--- src/rtl/deser_pkg.sv ---
// -----------------------------------------------------------------------------
// deser_pkg
// Shared definitions for the 16-bit deserializer. The serializer bench uses
// the same package for the modifier encoding (0 = full 16-bit word).
//   DATA_W    : word width (fixed at 16)
//   MOD_W     : modifier width, $clog2(DATA_W)
//   FLUSH_GAP : idle cycles that close a partial word (1..15)
// -----------------------------------------------------------------------------
package deser_pkg;

  localparam int DATA_W    = 16;
  localparam int MOD_W     = 4;
  localparam int FLUSH_GAP = 4;

  typedef enum logic {
    IDLE    = 1'b0,
    COLLECT = 1'b1
  } deser_state_t;

  // Move the n low-order received bits of v up to the MSB end, zero-filling
  // below. Only called with n in 1..DATA_W-1.
  function automatic logic [DATA_W-1:0] left_align(
    input logic [DATA_W-1:0] v,
    input logic [MOD_W-1:0]  n
  );
    logic [MOD_W:0] shamt;
    shamt = (MOD_W+1)'(DATA_W) - {1'b0, n};
    return v << shamt;
  endfunction

endpackage

--- src/rtl/deser_gap_timer.sv ---
// -----------------------------------------------------------------------------
// deser_gap_timer
// Saturating counter of consecutive idle cycles while a partial word is held.
//   clk_i     : clock, rising edge
//   rst_ni    : asynchronous active-low reset
//   clear_i   : restart the gap (a valid bit arrived, or no word is held)
//   tick_i    : one idle cycle inside a partial word
//   expired_o : this tick is the FLUSH_GAP-th consecutive idle cycle
// -----------------------------------------------------------------------------
module deser_gap_timer #(
  parameter int FLUSH_GAP = 4
) (
  input  logic clk_i,
  input  logic rst_ni,
  input  logic clear_i,
  input  logic tick_i,
  output logic expired_o
);

  localparam int GAP_W = $clog2(FLUSH_GAP + 1);

  logic [GAP_W-1:0] gap_r;

  // Idle-cycle counter, held at FLUSH_GAP once reached.
  always_ff @(posedge clk_i or negedge rst_ni) begin
    if (!rst_ni) begin
      gap_r <= '0;
    end else if (clear_i) begin
      gap_r <= '0;
    end else if (tick_i && (gap_r != GAP_W'(FLUSH_GAP))) begin
      gap_r <= gap_r + GAP_W'(1);
    end else begin
      gap_r <= gap_r;
    end
  end

  // Expiry is decoded from the tick that is about to reach FLUSH_GAP so that
  // the flush is registered on that same edge.
  always_comb begin
    expired_o = 1'b0;
    if (tick_i && !clear_i && (gap_r == GAP_W'(FLUSH_GAP - 1))) begin
      expired_o = 1'b1;
    end else begin
      expired_o = 1'b0;
    end
  end

endmodule

--- src/rtl/deserializer.sv ---
// -----------------------------------------------------------------------------
// deserializer
// Rebuilds 16-bit words from an MSB-first serial stream. A full word is
// emitted on the edge that samples its 16th bit; a partial word is emitted,
// left-aligned with its bit count, after FLUSH_GAP consecutive idle cycles.
//   clk_i            : clock, rising edge
//   rst_ni           : asynchronous active-low reset
//   ser_data_i       : serial bit, sampled when ser_data_val_i = 1
//   ser_data_val_i   : serial bit valid
//   deser_data_o     : assembled word, first bit at [15], unused bits 0
//   deser_data_mod_o : number of valid bits, 0 encodes 16
//   deser_data_val_o : one-cycle strobe for deser_data_o/deser_data_mod_o
//   busy_o           : a partial word is held
// -----------------------------------------------------------------------------
module deserializer
  import deser_pkg::*;
#(
  parameter int DATA_W    = deser_pkg::DATA_W,
  parameter int MOD_W     = deser_pkg::MOD_W,
  parameter int FLUSH_GAP = deser_pkg::FLUSH_GAP
) (
  input  logic              clk_i,
  input  logic              rst_ni,
  input  logic              ser_data_i,
  input  logic              ser_data_val_i,
  output logic [DATA_W-1:0] deser_data_o,
  output logic [MOD_W-1:0]  deser_data_mod_o,
  output logic              deser_data_val_o,
  output logic              busy_o
);

  deser_state_t      state_r, state_n;
  logic [MOD_W-1:0]  cnt_r, cnt_n;
  logic [DATA_W-1:0] shreg_r, shreg_n;
  logic [DATA_W-1:0] data_r, data_n;
  logic [MOD_W-1:0]  mod_r, mod_n;
  logic              val_r, val_n;
  logic              gap_clear_s, gap_tick_s, gap_expired_s;

  // The gap only counts inside a partial word; outside it is held cleared.
  assign gap_tick_s  = (state_r == COLLECT) && !ser_data_val_i;
  assign gap_clear_s = (state_r != COLLECT) || ser_data_val_i;

  deser_gap_timer #(
    .FLUSH_GAP (FLUSH_GAP)
  ) u_gap_timer (
    .clk_i     (clk_i),
    .rst_ni    (rst_ni),
    .clear_i   (gap_clear_s),
    .tick_i    (gap_tick_s),
    .expired_o (gap_expired_s)
  );

  // State, shift register, bit count and registered output word.
  always_ff @(posedge clk_i or negedge rst_ni) begin
    if (!rst_ni) begin
      state_r <= IDLE;
      cnt_r   <= '0;
      shreg_r <= '0;
      data_r  <= '0;
      mod_r   <= '0;
      val_r   <= 1'b0;
    end else begin
      state_r <= state_n;
      cnt_r   <= cnt_n;
      shreg_r <= shreg_n;
      data_r  <= data_n;
      mod_r   <= mod_n;
      val_r   <= val_n;
    end
  end

  // Next-state and output-word decode. The strobe is cleared every cycle
  // unless a word completes; data/mod hold their last value otherwise.
  always_comb begin
    state_n = state_r;
    cnt_n   = cnt_r;
    shreg_n = shreg_r;
    data_n  = data_r;
    mod_n   = mod_r;
    val_n   = 1'b0;
    case (state_r)
      IDLE: begin
        if (ser_data_val_i) begin
          // Start clean so stale bits never reach a flushed word.
          shreg_n = {{(DATA_W-1){1'b0}}, ser_data_i};
          cnt_n   = MOD_W'(1);
          state_n = COLLECT;
        end else begin
          state_n = IDLE;
        end
      end
      COLLECT: begin
        if (ser_data_val_i) begin
          shreg_n = {shreg_r[DATA_W-2:0], ser_data_i};
          if (cnt_r == MOD_W'(DATA_W - 1)) begin
            // 16th bit: emit the whole word, the count wraps to 0 (mod 0).
            data_n  = {shreg_r[DATA_W-2:0], ser_data_i};
            mod_n   = '0;
            val_n   = 1'b1;
            cnt_n   = '0;
            state_n = IDLE;
          end else begin
            cnt_n   = cnt_r + MOD_W'(1);
          end
        end else if (gap_expired_s) begin
          data_n  = left_align(shreg_r, cnt_r);
          mod_n   = cnt_r;
          val_n   = 1'b1;
          cnt_n   = '0;
          state_n = IDLE;
        end else begin
          state_n = COLLECT;
        end
      end
      default: begin
        state_n = IDLE;
        cnt_n   = '0;
      end
    endcase
  end

  assign deser_data_o     = data_r;
  assign deser_data_mod_o = mod_r;
  assign deser_data_val_o = val_r;
  assign busy_o           = (state_r == COLLECT);

endmodule
--- config.mk ---
export PLATFORM = sky130hd
export DESIGN_NAME = deserializer
export DESIGN_NICKNAME = d
export VERILOG_FILES = /design/src/rtl/deser_pkg.sv /design/src/rtl/deser_gap_timer.sv /design/src/rtl/deserializer.sv
export SDC_FILE = /design/constraint.sdc
export NUM_CORES = 1
export LEC_CHECK = 0
export CAP_MARGIN = 10
export CORE_MARGIN = 8
export CORE_UTILIZATION = 40
export DETAILED_ROUTE_END_ITERATION = 10
export SETUP_SLACK_MARGIN = 0.5
export SLEW_MARGIN = 30
export SYNTH_ARGS = -nofsm -noshare
export SYNTH_HDL_FRONTEND = slang
export SYNTH_SLANG_ARGS = --single-unit
--- constraint.sdc ---
create_clock -name clk_i -period 2.27 [get_ports clk_i]
set_input_delay 0.454 -clock clk_i [delete_from_list [all_inputs] [get_ports clk_i]]
set_output_delay 0.454 -clock clk_i [all_outputs]
set_load 0.1 [all_outputs]
# --- Word level (Yosys, flattened, before mapping) ---
# Index checks and enable logic that the tools add are counted.
# W data, S select, Z words.
totals:
  reg_bits: 45
  inputBits: 4
  out_inout_bits: 22
  word_cells: 57
op_classes:
  n_addsub: 3
  n_eq_ne: 7
  n_shift: 1
  mux: 26
  bitwise: 1
  reduce_logical: 12
ops:
  columns: ["cell", "count"]
  rows:
  - ["$mux W16", 5]
  - ["$pmux W16 S2", 1]
  - ["$mux W4", 7]
  - ["$shl A16 B5 Y16", 1]
  - ["$mux W1", 9]
  - ["$pmux W4 S2", 1]
  - ["$mux W3", 2]
  - ["$sub A5 B4 Y5 const A", 1]
  - ["$add A4 B1 Y4 const B", 1]
  - ["$eq A4 B4 Y1 const B", 1]
  - ["$logic_and A1 B1 Y1", 4]
  - ["$ne A2 B2 Y1 const B", 2]
  - ["$reduce_and A2 Y1", 2]
  - ["$reduce_bool A2 Y1", 2]
  - ["$add A3 B1 Y3 const B", 1]
  - ["$eq A3 B2 Y1 const B", 1]
  - ["$ne A3 B2 Y1 const B", 1]
  - ["$ne A3 B3 Y1 const B", 1]
  - ["$reduce_and A3 Y1", 1]
  - ["$logic_not A1 Y1", 2]
  - ["$ne A2 B1 Y1 const B", 1]
  - ["$pmux W1 S2", 1]
  - ["$logic_or A1 B1 Y1", 1]
  - ["$not A1 Y1", 1]

# --- Logic depth before layout (Yosys ltp) ---
# Gate-level depths: netlist of the first run.
depth:
  ltp_word: 9
  ltp_mapped: 9
  depth_no_buf: 7

# --- Hierarchy ---
# Synthesis of the first run repeated with hierarchy kept, for this count alone.
hier_totals:
  cells_unflattened: 285
  hier_area_um2: 2737.6
by_module_without_submodules:
  columns: ["module", "instances", "cells_each", "area_each_um2"]
  rows:
  - ["deserializer", 1, 266, 2539.9]
  - ["deser_gap_timer", 1, 19, 197.7]

# --- Worst setup path after synthesis of the first run ---
# OpenSTA, ideal clock, no wires.
synth_timing:
  path_kind: "reg2reg"
  start: "register cnt_r[0]"
  end: "register data_r[6], in the netlist deser_data_o[6]"
  setup_ns: 0.136
  t_arrival_ns: 2.312
  required_time_ns: 2.134
  path_slack_ns: -0.178
  path_stages_with_launch: 9
  synth_period_minus_slack_ns: 2.448
  path_cell_list: "dfrtp_1 > buf_6 > buf_2 > inv_1 > ha_1 > xnor2_2 > mux4_1 > a31oi_1 > o21ai_0"
synth_between:
  elab_chain_len: 4
  elab_cells_between_ends: 7
  classes_between: "add/sub: 1; eq/ne: 2; shift: 1; mux: 2; reduce/logical: 1"
synth_rtl:
  columns: ["item", "line_no", "rtl"]
  rows:
  - ["start, declared", "deserializer.sv:33", "logic [MOD_W-1:0] cnt_r, cnt_n;"]
  - ["start signal, assigned", "deserializer.sv:65", "cnt_r <= cnt_n;"]
  - ["$sub A5 B4 Y5", "deser_pkg.sv:27", "shamt = (MOD_W+1)'(DATA_W) - {1'b0, n};"]
  - ["$shl A16 B5 Y16", "deser_pkg.sv:28", "return v << shamt;"]
  - ["$mux W16", "deserializer.sv:106", "end else if (gap_expired_s) begin"]
  - ["$mux W16", "deserializer.sv:94", "if (ser_data_val_i) begin"]
  - ["end signal, assigned", "deserializer.sv:67", "data_r <= data_n;"]
  - ["end, declared", "deserializer.sv:35", "logic [DATA_W-1:0] data_r, data_n;"]
# Several ways; a longest one is shown, not always the timed one. The select of a mux whose other input is x is not followed.
# A chain may end at the register's enable or synchronous reset.

# --- Final worst setup path of the first run ---
layout_timing:
  start: "register cnt_r[0]"
  end: "register data_r[12], in the netlist deser_data_o[12]"
# The elaborated chain is that of the path after synthesis.

==> run summary, run 1 <==
Sequential area share after synthesis - 41.55%
Top cell type's share of synthesized area - 41.55%
Largest net degree at the start of global routing - 43
Routed wl met3 - 351 um
Mapped cell area - 2710 um2
First-pass iteration count of the detailed router - 4
Syn_nets - 291
Die area - 9665 um2
Worst-case clock skew - 0.005016 ns
I/O pins - 26
Layout cells sized above 1 - 29.65%
Place WS - 0.1623 ns
Largest cells by area after synthesis - dfrtp_1, mux4_2, mux2_2, nand3_1, o21ai_0
Initial antenna violation count - 0
# DRC - 0
Core box area - 6681 um2
First-pass GRT wire length - 10940 um
CTS tree - done
Critical Path Sink Type - register
Max Freq - 515.4 MHz
Max_slew headroom - 53.15%
Clk_lat worst skew - 0.30 ns
Max Cap Viol - 0
Most frequent cells in the layout - dfrtp_1, buf_4, nor2_1, nand3_1
Post-Synthesis Cells - 282
RSZ-0062 raised after global routing - yes
EDFF count, synth - 0
Via-per-instance ratio - 5.668
Final nets - 325
Max Slew Vio Count - 0
GRT Resource Usage Total - 13.93%
Clock Pin Slew Worst Setup and Hold Paths - 0.08 ns
Final hold vios - 0
WL final - 6614 um
Syn_area_per_cell - 9.610 um2
Core Rows - 30
GPL Wtd Cong - 0.9095
Status - completed
Post-DRT Antenna Nets - 0
Ratio of final minimum period to clock period - 85.47%
Routed length per instance - 16.66 um
Min-Delay Path Class - input port to async pin
Post-synth cell types - 41
DR WL met2 - 3225 um
Fin Setup TNS - 0 ns
Synth Register Bits - 45
Die Width - 98.31 um
Max Used Layer - met4
Number of DRC markers in iteration 0 - 176
FFs w/ async S/R, synth - 100.0%
Congestion Overflow GR - 0
Clk sinks - 45
Hold_buf cts - 0
Crit path DAT - 2.12 ns
Vias in the first global route - 2112
Crit-path slowest cell - mux4_2
Ant. Diodes - 0
Worst-path cell chain - inv_4 > ha_4 > xor2_4 > mux4_2 > a31oi_1 > a31oi_1
Yosys Warn Count - 0
Routed vias - 2250
CP startpoint kind - register
HPWL after detailed placement - 4546 um
Final WS setup - 0.3298 ns
Critical path type - register to register
Die height - 98.31 um
Placed cells - 373
DRT met1 WL - 2912 um
Synth area leader - dfrtp_1
Commonest non-fill, non-tap cell in the layout - dfrtp_1
Period minus WS final - 1.940 ns
Worst Path Required - 2.45 ns
# fillers - 622
Root buf cell - clkbuf_8
Finished Layout Cells - 397
CTS max path bufs - 2
Main flop type after synthesis - dfrtp_1
Final Util - 48.73%
Num CTS Buffers - 5
Worst slew pin tran - 0.7019 ns
Area Growth Syn to Fin - 20.13%
CP peak stage delay - 0.54 ns
Initial Util - 40.56%
Crit-path leading delay family - multiplexers
Worst path most repeated cell - a31oi_1
Worst Path Max Fanout - 6
Buf+Inv Stages, Crit Path - 1
I/O Buffers - 25
Final setup violation count - 0
CTS H-Tree Depth - 2
==> final cells by class <==
class | count | area (um2) | share of cell area (%)
clock buffers | 8 | 90.09 | 2.767
inverters | 23 | 93.84 | 2.882
well taps | 80 | 100.1 | 3.075
flip-flops and latches | 45 | 1130 | 34.70
repair buffers | 49 | 402.9 | 12.38
multi-input cells | 192 | 1439 | 44.20
==> state kept, by name, summed over array words and instances, names as in the netlist <==
signal             cells
deser_data_o          16
u_gap_timer.gap_r      3
deser_data_mod_o       4
busy_o                 1
cnt_r                  4
deser_data_val_o       1
shreg_r               16
==> what timing repair did <==
action | CTS | global route
resized for setup | 8 | 5
hold endpoints to repair | 0 | 0
gates cloned | 0 | 1
setup buffers | 10 | 5
endpoints found under the setup margin | 18 | 21
pin swaps | 2 | 2
==> cells in the mapped netlist (all sizes together) (5+ instances only) <==
master and n:
nand4 5, nand2 21, mux2 16, dfrtp 45, a31oi 16, o311ai 5, o21ai 22, mux2i 5
inv 23, ha 5, nor2 24, nand3 23, buf 8, mux4 10, a21oi 8, clkbuf 14
==> worst register-to-register path, stage by stage (launching register included) <==
cell     delay (ns)
dfrtp_2        0.45
inv_4          0.07
ha_4           0.20
xor2_4         0.28
mux4_2         0.54
a31oi_1        0.17
a31oi_1        0.11
==> per-layer routing <==
layer  up-vias  track usage (%)
met4         0            5.195
met3        12            3.627
met1      1086            18.06
met5         -                0
li1       1083                -
met2        69            21.66
==> worst paths after layout <==
kind                                   endpoint  slack, ns             from  depth (start not counted)
max in group asynchronous                busy_o       1.89           rst_ni                          2
max reg2reg                    deser_data_o[12]       0.33         cnt_r[0]                          6
min in group clk_i              deser_data_o[6]       0.48  deser_data_o[6]                          2
max                            deser_data_o[12]       0.33         cnt_r[0]                          6
min reg2reg                     deser_data_o[6]       0.48  deser_data_o[6]                          2
min                        u_gap_timer.gap_r[2]       0.12           rst_ni                          2
==> metrics by stage <==
| step | hold slack, ns | instance area (um2) |
|---|---|---|
| floorplan | 0.1584 | 2763 |
| global placement | 0.4616 | 3013 |
| detailed placement | 0.4646 | 3013 |
| CTS | 0.1341 | 3199 |
| global route | 0.1282 | 3256 |
| finish | 0.1219 | 3256 |
==> kinds of logic (layout without fill, tap and decap cells) <==
| family | Yosys count | after routing | synth area share (%) |
|---|---|---|---|
| flip-flops | 45 | 45 | 41.55 |
| XOR/XNOR | 4 | 4 | 1.847 |
| multiplexers | 31 | 31 | 16.94 |
| adder cells (fa/ha/maj) | 5 | 5 | 2.308 |
| AO/OA/AOI/OAI | 62 | 62 | 14.59 |
| buffers and inverters | 45 | 80 | 6.971 |
| AND/OR/NAND/NOR | 90 | 90 | 15.79 |
Power of run 1 is not shown: default switching activity piles up to over one toggle a cycle in this logic, so the estimate is an artifact.
==> inputs of run 2 (changes only) <==
--- a/config.mk
+++ b/config.mk
@@ -5,10 +5,11 @@
 export SDC_FILE = /design/constraint.sdc
 export NUM_CORES = 1
 export LEC_CHECK = 0
-export CAP_MARGIN = 10
+export CAP_MARGIN = 40
 export CORE_MARGIN = 8
 export CORE_UTILIZATION = 40
 export DETAILED_ROUTE_END_ITERATION = 10
+export GPL_ROUTABILITY_DRIVEN = 1
 export SETUP_SLACK_MARGIN = 0.5
 export SLEW_MARGIN = 30
 export SYNTH_ARGS = -nofsm -noshare
==> results of run 2 <==
Same layout as run 1: the final DEF is identical, and so are final timing and power.
Power of run 2 is left out for the same reason.
==> inputs of run 3 (changes only) <==
--- a/config.mk
+++ b/config.mk
@@ -6,7 +6,6 @@
 export NUM_CORES = 1
 export LEC_CHECK = 0
 export CAP_MARGIN = 40
-export CORE_MARGIN = 8
 export CORE_UTILIZATION = 40
 export DETAILED_ROUTE_END_ITERATION = 10
 export GPL_ROUTABILITY_DRIVEN = 1
==> run summary, run 3 (synthesis gave the netlist of run 1 again) <==
Status - finished with violations
Violations in the final reports - design-rule violations
CTS H-Tree Depth - 2 (unchanged)
Commonest non-fill, non-tap cell in the layout - dfrtp_1
I/O pins - 26 (unchanged)
Layout cells sized above 1 - 31.89% (+2.2 points)
Clk_lat worst skew - 0.30 ns (about the same)
HPWL after detailed placement - 4504 um (-0.93%)
Via-per-instance ratio - 5.763 (+1.7%)
Initial antenna violation count - 0 (unchanged)
Crit path DAT - 2.14 ns (+0.02 ns)
Num CTS Buffers - 5 (unchanged)
Core Rows - 29 (-3.3%)
Post-DRT Antenna Nets - 0 (unchanged)
Worst Path Max Fanout - 6 (unchanged)
R2R cell count - 7 (+1)
Vias in the first global route - 2241 (+6.1%)
R2R setup slack - 0.32 ns (about the same)
Root buf cell - clkbuf_8
Congestion Overflow GR - 0 (unchanged)
Ratio of final minimum period to clock period - 85.96% (+0.49 points)
Reg2reg start - cnt_r[1]
Clock Pin Slew Worst Setup and Hold Paths - 0.09 ns (about the same)
Most frequent cells in the layout - dfrtp_1, buf_4, nor2_1
CTS max path bufs - 2 (unchanged)
Final hold vios - 0 (unchanged)
WL final - 7153 um (+8.1%)
Final nets - 331 (+1.8%)
Routed vias - 2305 (+2.4%)
Max_slew headroom - 64.15% (+11 points)
CTS tree - done
Min-Delay Path Class - input port to async pin
Worst Path Required - 2.46 ns (about the same)
RSZ-0062 raised after global routing - yes
Max Freq - 512.5 MHz (-0.57%)
CP startpoint kind - register
Routed length per instance - 17.88 um (+7.3%)
Area Growth Syn to Fin - 26.04%
Die Width - 84.31 um (-14%)
Largest net degree at the start of global routing - 32 (-26%)
Die height - 84.31 um (-14%)
Max Cap Viol - 0 (unchanged)
Worst-case clock skew - 0.003483 ns (-0.001534 ns)
Initial Util - 41.96% (+1.4 points)
Max Slew Vio Count - 0 (unchanged)
Critical Path Sink Type - register
Final setup violation count - 0 (unchanged)
Number of DRC markers in iteration 0 - 249 (+41%)
Ant. Diodes - 0 (unchanged)
Fin Setup TNS - 0 ns (unchanged)
GPL Wtd Cong - 0.8804 (-3.2%)
RR Endpoint - deser_data_o[10]
Hold_buf cts - 0 (unchanged)
Period minus WS final - 1.951 ns (+0.01113 ns)
Worst slew pin tran - 0.5377 ns (-0.1643 ns)
First-pass iteration count of the detailed router - 9 (+5)
I/O Buffers - 25 (unchanged)
# fillers - 580 (-6.8%)
Clk sinks - 45 (unchanged)
Critical path type - register to register
First-pass GRT wire length - 11780 um (+7.7%)
Core box area - 6459 um2 (-3.3%)
GRT Resource Usage Total - 21.51% (+7.6 points)
Die area - 7108 um2 (-26%)
# DRC - 4 (+4)
[run 3: cell types whose count changed in the layout (fill, tap and decap cells not counted), sizes merged]
cell and change:
buf +4, bufinv +1, clkbuf -1, clkinvlp +1, inv +1
[run 3: how the worst max path moves through the flow]
stage,from,end,cells after the start
2_1_floorplan,cnt_r[0],deser_data_o[10],9
3_3_place_gp,cnt_r[1],deser_data_o[12],6
3_5_place_dp,cnt_r[1],deser_data_o[12],6
4_1_cts,cnt_r[0],deser_data_o[10],7
5_1_grt,cnt_r[0],deser_data_o[12],6
6_report,cnt_r[1],deser_data_o[10],7
[run 3: cell type report]
type	instances	area (um2)	share of cell area (%)
inverter	23	93.84	2.747
timing repair inverter	2	13.76	0.4029
clock inverter	1	30.03	0.8791
multi-input combinational	192	1478	43.26
tap	77	96.34	2.821
timing repair buffer	53	488.0	14.29
clock buffer	7	86.33	2.527
sequential	45	1130	33.08
[run 3: timing repair]
action | CTS | global route
setup buffers | 15 | 3
gates resized for setup | 18 | 4
gates cloned | 3 | 0
setup endpoints to repair | 22 | 21
pin swaps | 4 | 4
[run 3: per-layer routing]
layer  part of all wire [%]  track usage [%]
met1                     47            29.33
met2                     46            33.76
met3                    5.3            3.933
met4                    2.0            9.091
met5                      0                0
[run 3: worst max-delay path: stages (launching register included)]
cell     delay, ns
dfrtp_1       0.39
inv_1         0.12
ha_4          0.23
xor2_4        0.28
buf_4         0.17
mux4_2        0.49
nand3_1       0.10
a21oi_1       0.06
[run 3: metrics by stage]
step / setup slack, ns / std cells / hold WS [ns] / instance area, um2 / util (%)
2_1_floorplan: 0.2447 / 282 / 0.1584 / 2763 / -
3_3_place_gp: 0.2473 / 371 / 0.4628 / 3029 / 46.90
3_5_place_dp: 0.2173 / 371 / 0.4751 / 3029 / 46.90
4_1_cts: 0.3403 / 397 / 0.1506 / 3376 / 52.27
5_1_grt: 0.2545 / 400 / 0.1637 / 3416 / 52.89
6_report: 0.3187 / 400 / 0.1235 / 3416 / 52.89
Power of run 3 is left out for the same reason.
